--- config.mk ---
export PLATFORM = sky130hd
export DESIGN_NAME = intr_ctrl_n_flat
export DESIGN_NICKNAME = d
export VERILOG_FILES = /design/src/rtl/intr_pkg.sv /design/src/rtl/intr_ctrl_n_if.sv /design/src/rtl/prio_enc_n.sv /design/src/rtl/intr_ctrl_n.sv /design/src/flat_wrapper.sv
export SDC_FILE = /design/constraint.sdc
export NUM_CORES = 1
export LEC_CHECK = 0
export BUFFER_PORTS_ARGS = -buffer_cell sky130_fd_sc_hd__buf_2
export CORE_UTILIZATION = 30
export DETAILED_ROUTE_END_ITERATION = 8
export HOLD_SLACK_MARGIN = 0.03
export REMOVE_ABC_BUFFERS = 1
export SKIP_CTS_REPAIR_TIMING = 1
export SYNTH_ARGS = -nofsm -noshare
export SYNTH_HDL_FRONTEND = slang
export SYNTH_HIERARCHICAL = 1
export SYNTH_SLANG_ARGS = --single-unit
--- constraint.sdc ---
create_clock -name clk -period 5.8 [get_ports clk]
set_input_delay 0 -clock clk [delete_from_list [all_inputs] [get_ports clk]]
set_output_delay 0 -clock clk [all_outputs]
set_load 0.03 [all_outputs]
--- src/rtl/intr_pkg.sv ---
// Shared types and helpers for the priority interrupt controller.
package intr_pkg;

    // Arbitration FSM states.
    typedef enum logic {
        IDLE = 1'b0,
        REQ  = 1'b1
    } state_t;

    // Widest source vector the helpers support, and the index width that covers it.
    localparam int MAX_SRC = 32;
    localparam int IDX_W   = 5;

    typedef struct packed {
        logic             valid;
        logic [IDX_W-1:0] idx;
    } hi_t;

    // Index of the highest set bit, with a flag saying whether any bit is set.
    function automatic hi_t hi_index(input logic [MAX_SRC-1:0] v);
        hi_t r;
        r.valid = 1'b0;
        r.idx   = '0;
        for (int i = 0; i < MAX_SRC; i++) begin
            if (v[i]) begin
                r.valid = 1'b1;
                r.idx   = IDX_W'(i);
            end
        end
        return r;
    endfunction

endpackage

--- src/rtl/intr_ctrl_n_if.sv ---
// CPU-side request/acknowledge/EOI handshake of the interrupt controller.
interface intr_ctrl_n_if #(
    parameter int VEC_W = 8
) ();
    logic             irq_req;
    logic [VEC_W-1:0] irq_vec;
    logic             irq_ack;
    logic             irq_eoi;

    // Controller side: drives the request and vector.
    modport master (
        output irq_req,
        output irq_vec,
        input  irq_ack,
        input  irq_eoi
    );

    // CPU side: accepts the vector and retires routines.
    modport slave (
        input  irq_req,
        input  irq_vec,
        output irq_ack,
        output irq_eoi
    );
endinterface

--- src/rtl/prio_enc_n.sv ---
// N-bit priority encoder: highest set index wins, valid when any bit is set.
module prio_enc_n
    import intr_pkg::*;
#(
    parameter int N = 8
) (
    input  logic [N-1:0]     vec,
    output logic             valid,
    output logic [IDX_W-1:0] idx
);

    hi_t hit;

    // Zero-extend to the helper width; indices above N-1 can never be set.
    assign hit   = hi_index(MAX_SRC'(vec));
    assign valid = hit.valid;
    assign idx   = hit.idx;

endmodule

--- src/rtl/intr_ctrl_n.sv ---
// Priority interrupt controller: latches edge/level sources, masks them,
// arbitrates with in-service nesting and hands one vector at a time to the
// CPU over a req/ack handshake, retiring routines on EOI.
module intr_ctrl_n
    import intr_pkg::*;
#(
    parameter int               N_SRC      = 8,
    parameter int               VEC_W      = 8,
    parameter int               VEC_BASE   = 0,
    parameter int               VEC_STRIDE = 1,
    parameter logic [N_SRC-1:0] EDGE_MODE  = '1
) (
    input  logic             clk,
    input  logic             clr,
    input  logic [N_SRC-1:0] src,
    input  logic [N_SRC-1:0] mask,
    input  logic             en,
    input  logic [N_SRC-1:0] clr_pend,
    intr_ctrl_n_if.master    bus,
    output logic [N_SRC-1:0] pending,
    output logic [N_SRC-1:0] in_service
);

    state_t           state;
    logic [IDX_W-1:0] win_idx;

    logic [N_SRC-1:0] src_d;
    logic [N_SRC-1:0] rise;
    logic [N_SRC-1:0] pend_nxt;
    logic [N_SRC-1:0] above;
    logic [N_SRC-1:0] eligible;
    logic [N_SRC-1:0] win_oh;
    logic [N_SRC-1:0] ack_oh;
    logic [N_SRC-1:0] eoi_oh;

    logic             elig_vld;
    logic [IDX_W-1:0] elig_idx;
    logic             isv_vld;
    logic [IDX_W-1:0] isv_idx;
    logic             win_ok;
    logic             ack_fire;

    // Service-routine address for a source index, truncated to VEC_W.
    function automatic logic [VEC_W-1:0] vec_of(input logic [IDX_W-1:0] i);
        logic [31:0] t;
        t = 32'(VEC_BASE) + 32'(i) * 32'(VEC_STRIDE);
        return t[VEC_W-1:0];
    endfunction

    prio_enc_n #(.N(N_SRC)) u_arb (
        .vec   (eligible),
        .valid (elig_vld),
        .idx   (elig_idx)
    );

    prio_enc_n #(.N(N_SRC)) u_isv (
        .vec   (in_service),
        .valid (isv_vld),
        .idx   (isv_idx)
    );

    // Eligibility: only sources strictly above the highest in-service one may preempt.
    always_comb begin
        above = '0;
        for (int i = 0; i < N_SRC; i++) begin
            above[i] = !isv_vld || (i > int'(isv_idx));
        end
        rise     = src & ~src_d;
        eligible = pending & mask & ~in_service & above;
        win_oh   = N_SRC'(1) << win_idx;
        win_ok   = en && (|(eligible & win_oh));
        ack_fire = (state == REQ) && bus.irq_ack && win_ok;
        ack_oh   = ack_fire ? win_oh : '0;
        eoi_oh   = (bus.irq_eoi && isv_vld) ? (N_SRC'(1) << isv_idx) : '0;
    end

    // Next pending: edge bits latch rises (set beats clear), level bits follow src.
    always_comb begin
        pend_nxt = '0;
        for (int i = 0; i < N_SRC; i++) begin
            if (EDGE_MODE[i]) begin
                pend_nxt[i] = rise[i] | (pending[i] & ~(clr_pend[i] | ack_oh[i]));
            end else begin
                pend_nxt[i] = src[i];
            end
        end
    end

    // Source history and pending latch; src_d clears so a held source looks like an edge after reset.
    always_ff @(posedge clk or negedge clr) begin
        if (!clr) begin
            src_d   <= '0;
            pending <= '0;
        end else begin
            src_d   <= src;
            pending <= pend_nxt;
        end
    end

    // In-service tracking: EOI retires the previous highest bit, then ack adds the new one.
    always_ff @(posedge clk or negedge clr) begin
        if (!clr) begin
            in_service <= '0;
        end else begin
            in_service <= (in_service & ~eoi_oh) | ack_oh;
        end
    end

    // Arbitration FSM; winner and vector are frozen for the whole request.
    always_ff @(posedge clk or negedge clr) begin
        if (!clr) begin
            state       <= IDLE;
            win_idx     <= '0;
            bus.irq_req <= 1'b0;
            bus.irq_vec <= '0;
        end else begin
            case (state)
                IDLE: begin
                    if (en && elig_vld) begin
                        state       <= REQ;
                        win_idx     <= elig_idx;
                        bus.irq_req <= 1'b1;
                        bus.irq_vec <= vec_of(elig_idx);
                    end
                end
                REQ: begin
                    // Withdrawal or acceptance both return to IDLE; only an accepted ack sets in_service.
                    if (!win_ok || bus.irq_ack) begin
                        state       <= IDLE;
                        bus.irq_req <= 1'b0;
                    end
                end
                default: begin
                    state       <= IDLE;
                    bus.irq_req <= 1'b0;
                end
            endcase
        end
    end

endmodule

--- src/flat_wrapper.sv ---
// flat-port wrapper written by rule: the top's interface ports become plain ports
module intr_ctrl_n_flat import intr_pkg::*;
#(
    parameter int               N_SRC      = 8,
    parameter int               VEC_W      = 8,
    parameter int               VEC_BASE   = 0,
    parameter int               VEC_STRIDE = 1,
    parameter logic [N_SRC-1:0] EDGE_MODE  = '1
)
  (clk, clr, src, mask, en, clr_pend, pending, in_service, bus_irq_req, bus_irq_vec, bus_irq_ack, bus_irq_eoi);
  intr_ctrl_n_if #(.VEC_W(VEC_W)) bus_i ();
  input  logic clk;
  input  logic clr;
  input  logic [N_SRC-1:0] src;
  input  logic [N_SRC-1:0] mask;
  input  logic en;
  input  logic [N_SRC-1:0] clr_pend;
  output logic [N_SRC-1:0] pending;
  output logic [N_SRC-1:0] in_service;
  output wire logic [$bits(bus_i.irq_req)-1:0] bus_irq_req;
  output wire logic [$bits(bus_i.irq_vec)-1:0] bus_irq_vec;
  input wire logic [$bits(bus_i.irq_ack)-1:0] bus_irq_ack;
  input wire logic [$bits(bus_i.irq_eoi)-1:0] bus_irq_eoi;
  assign bus_irq_req = bus_i.irq_req;
  assign bus_irq_vec = bus_i.irq_vec;
  assign bus_i.irq_ack = bus_irq_ack;
  assign bus_i.irq_eoi = bus_irq_eoi;
  intr_ctrl_n #(.N_SRC(N_SRC), .VEC_W(VEC_W), .VEC_BASE(VEC_BASE), .VEC_STRIDE(VEC_STRIDE), .EDGE_MODE(EDGE_MODE)) u_core (.clk(clk), .clr(clr), .src(src), .mask(mask), .en(en), .clr_pend(clr_pend), .bus(bus_i), .pending(pending), .in_service(in_service));
endmodule
==> reports/metrics.cfg, run 1 <==
[floorplanning]
coreArea_mm2 = 0.00599
pin_count = 54
row_count = 28
die-area_mm2 = 0.00659
die_w_um = 81.2
initial_utilization = 0.314
die_h_um = 81.2

[grt]
antenna_found_initial = 0
grt-ovfl-total = 0
grt_usage = 0.163
grt_max_degree = 32
grt_pass1_wl_mm = 8.00
first_global_vias = 1615

[timing]
relSlewSlack = 0.364
setup_viol = 0
finalSetupTns_ps = 0
worst_slew_pin_slew_ps = 946
rsz0062_at_grt = no
fin_crit_sh = 0.535
max_freq_mhz = 322
finalCriticalPeriod_ps = 3100
slew_viol_final = 0
hold_viol_final = 0
setup_ws_ps = 2700
clock_skew_ps = 4.03
hold_ws_ps = 78.0

[hold_path]
hold_path.class = in2reg

[synth]
synth_ff_type = dfrtp_1
synthArstFlopShare = 1.00
synth.distinct_cells = 45
yosysWarnings = 6
yosysSeqAreaShare = 0.413
synth_area_per_cell_um2 = 9.36
synth_area_mm2 = 0.00188
ys_ff_latch = 31
syn_inst = 201
synth_edf_count = 0

[detailed_routing]
dr.pass1.iters = 4
avgRoutedWirePerCell_um = 14.3
drc = 0
wl_mm = 4.91
drt_iter0_drc = 98
ant_nets = 0
viasPerCell = 4.96
vias = 1701

[run]
cap_violations = 0

[placed_design]
gp_congestion = 0.880
post-place-cells = 317
dp_hpwl_mm = 3.65
place_ws_ps = 2780
port_buffers = 50
placed_cell_area_mm2 = 0.00215

[critical_path]
worst_path_max_delay_cell = nor4_1
cp_slowest_stage_delay_ps = 560
critPathKind = reg2reg
critical_path_required_ps = 5960
cp_max_fo = 13
crit_arrival_ps = 3260
crit_path_start_kind = flop
endpoint_kind = flop
crit_chain = nor2_1, nand4_1, and4_1, nor4_1, nor2_1, nand4_1, nand3b_1, mux2_2

[final_layout]
layout-drive-gt1-share = 0.287
nFillCells = 622
multi_input_area_um2 = 993
finalNetCount = 296
layout_commonest_cell = buf_2
syn_to_final_growth_pct = 29.3
final_area_mm2 = 0.00243
final-instance-count-excl-fill = 343
ff_latch_area_um2 = 776
final_cell_mix = buf_2 (50), dfrtp_1 (31), nand2b_1 (20)
diodes = 0

[power_and_ir_drop]
p_per_area_mw_per_mm2 = 298
p_leak_uw = 0.00103
vdd_ir_drop_max_mv = 0.113

[clock_network]
cts_root_buffer = clkbuf_8
clk_pin_slew_worst_paths_ps = 60
cts_tree = yes
cts_buffers = 5
cts.sinks = 31
worstSkewPairLatency_ps = 280
cts_buffer_depth = 2
htreeDepth = 2

[outcome]
status = completed

logic make-up after synthesis:
kind of cell / synth area share
compound gates: 0.210
simple gates: 0.274
mux: 0.0299
buf+inv: 0.0672
flops: 0.413
other cells: 0.00599
through the flow:
stage | utilization | total power [µW]
after floorplan | - | 450
after global placement | 0.359 | 529
after detailed placement | 0.359 | 533
after CTS | 0.376 | 723
after global routing | 0.406 | 773
final | 0.406 | 723
worst max-delay path, delay by kind of cell, from the launching register on:
kind | cells | cell delay [ps]
and+or+nand+nor | 7 | 2200
DFF | 1 | 430
muxes | 1 | 360
routing by layer:
metal	vias up	global-route usage	share of wire
li1	846	-	-
met1	777	0.219	0.46
met2	68	0.257	0.46
met3	10	0.0416	0.065
met4	0	0.0429	0.013
met5	-	0	0
Yosys cell counts, types with 2 or more instances:
cell	number	area share
a2111o_1	2	0.012
a2111oi_0	2	0.0093
a21oi_1	5	0.013
a2bb2oi_1	7	0.033
buf_2	2	0.0053
buf_4	7	0.028
buf_6	2	0.012
clkbuf_1	3	0.0060
clkinv_1	2	0.0040
conb_1	3	0.0060
dfrtp_1	31	0.41
inv_1	6	0.012
mux2_2	5	0.030
nand2_1	18	0.036
nand2b_1	20	0.067
nand3_1	11	0.029
nand3b_1	5	0.020
nand4_1	5	0.017
nor2_1	16	0.032
nor2b_1	2	0.0067
nor3_1	3	0.0080
nor4_1	3	0.010
o21ai_0	8	0.021
o21ai_2	9	0.042
o31ai_1	4	0.016
worst paths after layout:
check	startpoint	slack, ps	depth (start not counted)	endpoint
setup / recovery	u_core/in_service[6]	2700	8	u_core/win_idx[4]
hold / removal	en	80	3	u_core/bus.irq_req
setup reg to reg	u_core/in_service[6]	2700	8	u_core/win_idx[4]
hold reg to reg	u_core/src_d[1]	520	2	u_core/pending[1]
max in group asynchronous	clr	5030	2	u_core/win_idx[2]
min in group asynchronous	clr	310	2	u_core/in_service[6]
flip-flops by register name, summed over array words and instances (netlist names):
signal	count
u_core/bus.irq_req	1
u_core/in_service	8
u_core/pending	8
u_core/src_d	8
u_core/state	1
u_core/win_idx	5
report_power, final:
part           internal, µW  switching (µW)
Clock                   108            75.8
Combinational          91.4             159
Sequential              242            46.0
area by class of cell:
class                   count  share of cell area
multi-input cells         152               0.409
flip-flops and latches     31               0.319
repair buffers             69               0.180
clock buffers               8              0.0412
well taps                  75              0.0386
inverters                   8              0.0124
No activity file was read; power rests on OpenSTA's default activity.
==> run 2: changes to the inputs <==
==> constraint.sdc (replaced) <==
create_clock -name clk -period 3 [get_ports clk]
set_input_delay 0 -clock clk [delete_from_list [all_inputs] [get_ports clk]]
set_output_delay 0 -clock clk [all_outputs]
set_load 0.03 [all_outputs]
==> run 2 against run 1 <==
Sequential cell count unchanged; combinational power up 99%; utilization up 1.1 points; worst setup slack worse by 2400 ps; global-route usage down 0.30 points; worst hold slack worse by 15 ps; clock skew up 5.6 ps; non-clock buffer count up 6; first-iteration DRC count down 11%; total power up 110%; highest routed layer unchanged; final area up 2.6%; largest power group unchanged; critical endpoint is now u_core/win_idx[2]; critical path depth up 2.
==> reports/metrics.cfg, run 2 (synthesis gave the netlist of run 1 again) <==
[detailed_routing]
wl_met3_um = 296  ; was 317 µm
drt_iter0_drc = 87  ; was 98
wl_met2_mm = 2.12  ; was 2.25 mm
drc = 0  ; unchanged
viasPerCell = 5.03  ; was 4.96
wl_mm = 4.87  ; was 4.91 mm
vias = 1754  ; was 1701
avgRoutedWirePerCell_um = 14.0  ; was 14.3 µm
wl_met1_mm = 2.38  ; was 2.28 mm
routed.top_layer = met4  ; unchanged
dr.pass1.iters = 4  ; unchanged
ant_nets = 0  ; unchanged

[placed_design]
port_buffers = 50  ; unchanged
dp_hpwl_mm = 3.68  ; was 3.65 mm
place_ws_ps = 246  ; was 2780 ps
gp_congestion = 0.840  ; was 0.880

[critical_path]
worst_path_max_delay_cell = a2111oi_0  ; was nor4_1
critPathKind = reg2reg  ; unchanged
cp_slowest_stage_delay_ps = 550  ; was 560 ps
r2r-end = u_core/win_idx[2]  ; was u_core/win_idx[4]
r2r_start = u_core/in_service[6]  ; unchanged
crit_chain = inv_1, a21oi_1, o31ai_1, buf_4, or2_4, a2111oi_0, nor2_1, nand4_1, nand3b_1, mux2_2  ; was nor2_1, nand4_1, and4_1, nor4_1, nor2_1, nand4_1, nand3b_1, mux2_2
reg2reg_slack_ps = 300  ; was 2700 ps
endpoint_kind = flop  ; unchanged
cp_top_family = compound AO/OA/AOI/OAI gates  ; was simple AND/OR/NAND/NOR gates
crit_arrival_ps = 2880  ; was 3260 ps
cp_num_buf_inv = 2  ; was 0
crit_path_start_kind = flop  ; unchanged
critical_path_required_ps = 3180  ; was 5960 ps
reg2reg_depth = 10  ; was 8
cp_max_fo = 6  ; was 13

[grt]
grt_pass1_wl_mm = 7.82  ; was 8.00 mm
antenna_found_initial = 0  ; unchanged
grt_max_degree = 32  ; unchanged
first_global_vias = 1580  ; was 1615
grt-ovfl-total = 0  ; unchanged
grt_usage = 0.160  ; was 0.163

[run]
cap_violations = 0  ; unchanged

[timing]
finalSetupTns_ps = 0  ; unchanged
setup_ws_ps = 297  ; was 2700 ps
fin_crit_sh = 0.901  ; was 0.535
setup_viol = 0  ; unchanged
hold_viol_final = 0  ; unchanged
slew_viol_final = 0  ; unchanged
rsz0062_at_grt = no  ; unchanged
max_freq_mhz = 370  ; was 322 MHz
finalCriticalPeriod_ps = 2700  ; was 3100 ps
clock_skew_ps = 9.60  ; was 4.03 ps
relSlewSlack = 0.504  ; was 0.364
worst_slew_pin_slew_ps = 743  ; was 946 ps

[power_and_ir_drop]
vdd_ir_drop_max_mv = 0.278  ; was 0.113 mV
clkPwrFrac = 0.291  ; was 0.254
comb_power_share = 0.335  ; was 0.347
p_switching_uw = 558  ; was 281 µW
seq_power_share = 0.374  ; was 0.399
p_per_area_mw_per_mm2 = 597  ; was 298 mW/mm²
sw_frac_of_total = 0.375  ; was 0.389
p_int_uw = 932  ; was 442 µW
p_leak_uw = 0.00107  ; was 0.00103 µW

[hold_path]
min_from = en  ; unchanged
hold_path.class = in2reg  ; unchanged
hold_depth = 3  ; unchanged
hold_end = u_core/bus.irq_req  ; unchanged

[clock_network]
cts_root_buffer = clkbuf_8  ; unchanged
cts_buffer_depth = 2  ; unchanged
cts.sinks = 31  ; unchanged
clk_pin_slew_worst_paths_ps = 70  ; was 60 ps
htreeDepth = 2  ; unchanged
worstSkewPairLatency_ps = 290  ; was 280 ps
cts_tree = yes  ; unchanged
cts_buffers = 5  ; unchanged

[floorplanning]
pin_count = 54  ; unchanged
row_count = 28  ; unchanged
die_w_um = 81.2  ; unchanged
coreArea_mm2 = 0.00599  ; unchanged
initial_utilization = 0.314  ; unchanged
die-area_mm2 = 0.00659  ; unchanged
die_h_um = 81.2  ; unchanged

[final_layout]
final_cell_mix = buf_2 (50), dfrtp_1 (31), nand2b_1 (20)  ; unchanged
nFillCells = 630  ; was 622
diodes = 0  ; unchanged
finalNetCount = 302  ; was 296
reg_top3 = u_core/in_service (8), u_core/pending (8), u_core/src_d (8)  ; unchanged
layout_commonest_cell = buf_2  ; unchanged
syn_to_final_growth_pct = 32.7  ; was 29.3%
layout-drive-gt1-share = 0.307  ; was 0.287

[outcome]
status = completed  ; unchanged

==> run 2: per-stage QoR <==
stage	instances	util	hold slack [ps]	cell area [µm²]	total power (µW)
after floorplan	191	-	-296	1800	869
after global placement	323	0.367	99.0	2200	1040
after detailed placement	323	0.367	105	2200	1050
after CTS	331	0.386	-208	2310	1490
after global routing	349	0.416	94.5	2490	1580
final	349	0.416	63.4	2490	1490
==> run 2: worst reg2reg max path: cells and delay by family (launching register included) <==
kind | cells | cell delay [ps]
flops | 1 | 440
mux | 1 | 370
simple gates | 4 | 760
buf+inv | 2 | 220
compound gates | 3 | 810
==> run 2: worst max path at each step <==
stage	cells after the start	startpoint	endpoint
finish	10	u_core/in_service[6]	u_core/win_idx[2]
global route	8	u_core/in_service[6]	u_core/win_idx[3]
CTS	8	u_core/in_service[7]	u_core/win_idx[2]
detailed placement	8	u_core/in_service[7]	u_core/win_idx[2]
global placement	8	u_core/in_service[6]	u_core/win_idx[0]
floorplan	7	u_core/in_service[2]	u_core/pending[1]
==> run 2: layout make-up <==
| class | instances | area (µm²) | share of cell area |
|---|---|---|---|
| flip-flops and latches | 31 | 776 | 0.311 |
| well taps | 75 | 93.8 | 0.0376 |
| repair buffers | 75 | 483 | 0.194 |
| clock inverters | 2 | 35.0 | 0.0140 |
| inverters | 8 | 30.0 | 0.0120 |
| clock buffers | 6 | 82.6 | 0.0331 |
| multi-input cells | 152 | 995 | 0.399 |
==> run 2: layer usage <==
layer / track usage / vias up
met5: 0 / -
met4: 0.0607 / 0
met3: 0.0382 / 7
met2: 0.239 / 67
met1: 0.221 / 822
li1: - / 858
==> run 2: power groups by stage <==
stage	clock network, µW	registers [µW]	logic [µW]
after floorplan	0	629	241
after global placement	0	565	479
after detailed placement	0	568	479
after CTS	445	560	482
after global routing	459	573	544
final	433	557	499
